## src/rtl/pipelined_cla_adder.sv

```systemverilog
// Pipelined carry-lookahead adder/subtractor: one BLOCK-bit lookahead slice is
// resolved per stage, with a valid/ready handshake and a global stall enable.
module pipelined_cla_adder #(
  parameter int WIDTH = 16,
  parameter int BLOCK = 4
) (
  input  logic             clk,
  input  logic             rst_n,
  input  logic             in_valid,
  output logic             in_ready,
  input  logic [WIDTH-1:0] a,
  input  logic [WIDTH-1:0] b,
  input  logic             cin,
  input  logic             sub,
  output logic             out_valid,
  input  logic             out_ready,
  output logic [WIDTH-1:0] sum,
  output logic             cout,
  output logic             ovf
);

  localparam int STAGES = WIDTH / BLOCK;

  // Returns {carry into top bit, block carry-out, block sum}; every carry is
  // formed from prefix generate/propagate terms and the block carry-in.
  function automatic logic [BLOCK+1:0] block_add(
    input logic [BLOCK-1:0] x,
    input logic [BLOCK-1:0] y,
    input logic             ci
  );
    logic [BLOCK-1:0] g;
    logic [BLOCK-1:0] p;
    logic [BLOCK:0]   c;
    logic             pg;
    logic             pp;
    g    = x & y;
    p    = x ^ y;
    c    = '0;
    c[0] = ci;
    pg   = 1'b0;
    pp   = 1'b1;
    for (int i = 0; i < BLOCK; i++) begin
      pg       = g[i] | (p[i] & pg);
      pp       = pp & p[i];
      c[i+1]   = pg | (pp & ci);
    end
    return {c[BLOCK-1], c[BLOCK], p ^ c[BLOCK-1:0]};
  endfunction

  logic [STAGES-1:0] v_q;
  logic [STAGES-1:0] v_d;
  logic [STAGES-1:0] sub_q;
  logic [STAGES-1:0] sub_d;
  logic [STAGES-1:0] c_q;
  logic [STAGES-1:0] c_d;
  logic              cm_q [STAGES];
  logic              cm_d [STAGES];
  logic [WIDTH-1:0]  a_q  [STAGES];
  logic [WIDTH-1:0]  a_d  [STAGES];
  logic [WIDTH-1:0]  b_q  [STAGES];
  logic [WIDTH-1:0]  b_d  [STAGES];
  logic [WIDTH-1:0]  s_q  [STAGES];
  logic [WIDTH-1:0]  s_d  [STAGES];
  logic              adv;

  assign adv      = !v_q[STAGES-1] || out_ready;
  assign in_ready = adv && rst_n;

  genvar gi;
  generate
    for (gi = 0; gi < STAGES; gi++) begin : g_stage
      logic             v_src;
      logic             sub_src;
      logic             c_src;
      logic [WIDTH-1:0] a_src;
      logic [WIDTH-1:0] b_src;
      logic [WIDTH-1:0] s_src;
      logic [WIDTH-1:0] s_next;
      logic [BLOCK+1:0] res;

      if (gi == 0) begin : g_head
        // Subtraction enters as a + ~b + ~cin; the inverted b travels with the beat.
        assign v_src   = in_valid && in_ready;
        assign sub_src = sub;
        assign c_src   = cin ^ sub;
        assign a_src   = a;
        assign b_src   = sub ? ~b : b;
        assign s_src   = '0;
      end else begin : g_body
        assign v_src   = v_q[gi-1];
        assign sub_src = sub_q[gi-1];
        assign c_src   = c_q[gi-1];
        assign a_src   = a_q[gi-1];
        assign b_src   = b_q[gi-1];
        assign s_src   = s_q[gi-1];
      end

      assign res = block_add(a_src[gi*BLOCK +: BLOCK], b_src[gi*BLOCK +: BLOCK], c_src);

      always_comb begin
        s_next                     = s_src;
        s_next[gi*BLOCK +: BLOCK]  = res[BLOCK-1:0];
      end

      assign v_d[gi]   = v_src;
      assign sub_d[gi] = sub_src;
      assign c_d[gi]   = res[BLOCK];
      assign cm_d[gi]  = res[BLOCK+1];
      assign a_d[gi]   = a_src;
      assign b_d[gi]   = b_src;
      assign s_d[gi]   = s_next;
    end
  endgenerate

  // Every stage advances together; a stalled output freezes the whole pipe.
  always_ff @(posedge clk) begin
    if (!rst_n) begin
      v_q   <= '0;
      sub_q <= '0;
      c_q   <= '0;
      for (int k = 0; k < STAGES; k++) begin
        cm_q[k] <= 1'b0;
        a_q[k]  <= '0;
        b_q[k]  <= '0;
        s_q[k]  <= '0;
      end
    end else if (adv) begin
      v_q   <= v_d;
      sub_q <= sub_d;
      c_q   <= c_d;
      for (int k = 0; k < STAGES; k++) begin
        cm_q[k] <= cm_d[k];
        a_q[k]  <= a_d[k];
        b_q[k]  <= b_d[k];
        s_q[k]  <= s_d[k];
      end
    end
  end

  assign out_valid = v_q[STAGES-1];
  assign sum       = s_q[STAGES-1];
  assign cout      = c_q[STAGES-1] ^ sub_q[STAGES-1];
  assign ovf       = cm_q[STAGES-1] ^ c_q[STAGES-1];

endmodule
```

## config.mk

```make
export PLATFORM = sky130hd
export DESIGN_NAME = pipelined_cla_adder
export DESIGN_NICKNAME = d
export VERILOG_FILES = /design/src/rtl/pipelined_cla_adder.sv
export SDC_FILE = /design/constraint.sdc
export NUM_CORES = 1
export LEC_CHECK = 0
export ABC_AREA = 1
export CAP_MARGIN = 15
export CORE_MARGIN = 4
export CORE_UTILIZATION = 56
export DETAILED_ROUTE_END_ITERATION = 8
export PLACE_DENSITY = 0.86
export SLEW_MARGIN = 15
export SYNTH_ARGS = -nofsm -noshare
export SYNTH_HDL_FRONTEND = slang
export SYNTH_SLANG_ARGS = --single-unit
```

## constraint.sdc

```tcl
create_clock -name clk -period 2.6 [get_ports clk]
set_input_delay 0.26 -clock clk [delete_from_list [all_inputs] [get_ports clk]]
set_output_delay 0.26 -clock clk [all_outputs]
set_load 0.01 [all_outputs]
```

==> reports/qor.txt <==
# IOs: 58
Power Dens Cells: 586 mW/mm^2
CTS Buffer Depth: 2
Post-synthesis sequential area ratio: 61.5%
Die Footprint: 0.00999 sq mm
GRT Total Usage: 17.1%
CTS tree: done
Syn nets: 505
Clk_lat worst skew: 0.36 ns
Layout Cells excl Fill: 619
HP Start: v_q[0]
Status: complete, no violations
Maximum clock frequency: 489 MHz
Most frequent cells in the layout: inv_1, edfxtp_1, nor2_1
Port buffer count: 57
Final setup vio count: 0
Vias in the first global route: 3038
Starting Density: 57.6%
Routed wire length: 8010 microns
Layer with the highest usage: met2
Largest net degree at the start of global routing: 45
Hold Vio Cnt, Final: 0
Clock Pin Slew Worst Setup and Hold Paths: 0.08 ns
Ys Warns: 0
Internal power: 2.55 mW
Setup_tns: 0 ns
Tcrit/Tclk final: 78.6%
PostCTS Resize Cnt: 0
Die width: 100 microns
Final worst slack: 0.557 ns
Pleak: 2.44 nW
CP endpoint kind: output port
Commonest non-fill, non-tap cell in the layout: inv_1
Req. time, crit path: 2.34 ns
Min-Delay Path Class: reg -> reg
H-tree depth: 3
CTS Buf Count: 9
Gp weighted congestion: 0.829
Worst Tran Pin Value: 0.513 ns
Max cap viols: 0
R2R Setup Slk: 0.90 ns
Crit path DAT: 1.78 ns
M3 GR Usage: 2.50%
Post-CTS setup buffers: 0
EDFF count, synth: 89
GR Util met2: 31.2%
Max_slew headroom: 65.7%
Total power: 3.29 mW
Core area: 0.00822 sq mm
Critical path peak fanout: 15
DRT iter0 DRCs: 165
CP startpoint: rst_n
Clock Skew: 0.00724 ns
CTS Hold Bufs: 0
Reg2reg start: a_q[0][25]
Root Buffer: clkbuf_8
Critical path class: in -> out
Sw Ratio: 22.7%
Synth Flop Type: edfxtp_1
Pre-CTS setup slack: 0.217 ns
Placed Cells: 604
Overall die height: 100 microns
Psw: 748 uW
Layout Nets: 568
Grt met1 use: 19.5%
Vias per cell: 4.89
DRC: 0
Area Overhead vs Synth: 18.7%
Seq cells post-synth: 101
Sequential cell area: 0.00291 sq mm
RSZ-0062 raised after global routing: false
Critical Path Start Type: primary input
Via count: 3025
Multi-input gate area: 0.00136 sq mm
Core Rows: 33
First-pass GRT wire length: 13300 microns
Final Max Tran Viols: 0
Layout cells sized above 1: 10.9%
Gr ovfl total: 0
Placement Cell Area: 0.00544 sq mm
Filler cell count: 593
Syn Std Cell Area: 0.00474 sq mm
First drt pass iteration count: 4
Async SR Flop Fraction: 0%
Clock share of power: 29.0%
Post-DR wirelength/cell: 12.9 microns
Mapped Avg Cell Area: 10.6 sq um
Post-Synthesis Cells: 447
Sequential share of power: 58.2%
Antenna violations before repair: 0
Cell area after layout: 0.00562 sq mm
Worst IR Drop VDD: 0.328 mV
Dpl hpwl: 5630 microns
Synth cell types: 25
Combinational Power Share: 12.8%
Minimum clock period: 2.04 ns
Remaining antenna violation count after routing: 0
CTS Sinks: 101
Diode count: 0
## through the flow
step / hold slack (ns) / utilization [%]
global route: 0.519 / 68.4
floorplan: 0.373 / -
global placement: 0.458 / 66.2
CTS: 0.484 / 68.4
finish: 0.483 / 68.4
detailed placement: 0.471 / 66.2
## flip-flops by register name (all words and copies together) (netlist names)
name	cells
s_q	40
a_q	24
b_q	24
c_q	4
sub_q	4
v_q	4
cm_q	1
## synth_stat cells (5+ instances only)
library cell   n  area share, %
ha_1          16            4.2
nor2_1        66            5.2
xor2_1         9            1.7
o22ai_1        5           0.66
nor2_2        30            4.0
edfxtp_1      89             56
dfxtp_1       12            5.1
nand2_1       59            4.7
buf_2          6           0.63
inv_1         98            7.8
xnor2_1       13            2.4
a21oi_1        7           0.74
nand3_1       15            1.6
## logic make-up after synthesis
family                   count (synthesis)  share of synthesized area [%]
AND/OR/NAND/NOR                        177                           16.8
flip-flops                             101                           61.5
AO/OA/AOI/OAI                           15                           1.72
buffers and inverters                  112                           9.99
adder cells (fa/ha/maj)                 20                           5.92
XOR/XNOR                                22                           4.07
## path summary, 6_finish.rpt
| path | to | cells after the start |
|---|---|---|
| hold / removal | v_q[1] | 2 |
| setup / recovery | in_ready | 4 |
| hold reg to reg | v_q[1] | 2 |
| setup reg to reg | s_q[2][11] | 6 |
## area by class of cell
| type | count | area share (%) |
|---|---|---|
| Sequential cell | 101 | 51.8 |
| Multi-Input combinational cell | 234 | 24.1 |
| Timing Repair Buffer | 64 | 11.8 |
| Inverter | 100 | 6.70 |
| Clock buffer | 13 | 2.65 |
| Tap cell | 105 | 2.34 |
| Clock inverter | 2 | 0.623 |
## power by group through the flow
stage	logic [mW]	clock network [mW]	registers, mW
detailed placement	0.419	0	1.95
finish	0.423	0.955	1.91
global route	0.474	1.03	1.93
CTS	0.424	0.968	1.92
global placement	0.391	0	1.95
floorplan	0.263	0	1.95
## worst max-delay path, cell delays in order
cell,delay (ns)
clkdlybuf4s50_1,0.54
inv_2,0.09
nor2_8,0.29
clkdlybuf4s50_1,0.60
## metal layers
layer	up-vias	routed length [microns]	share of wire [%]
met5	-	0	0
met1	1415	3110	39
met2	87	4370	55
met4	0	180	2.2
met3	22	348	4.3
li1	1501	-	-
(Power assumes the default switching activity.)
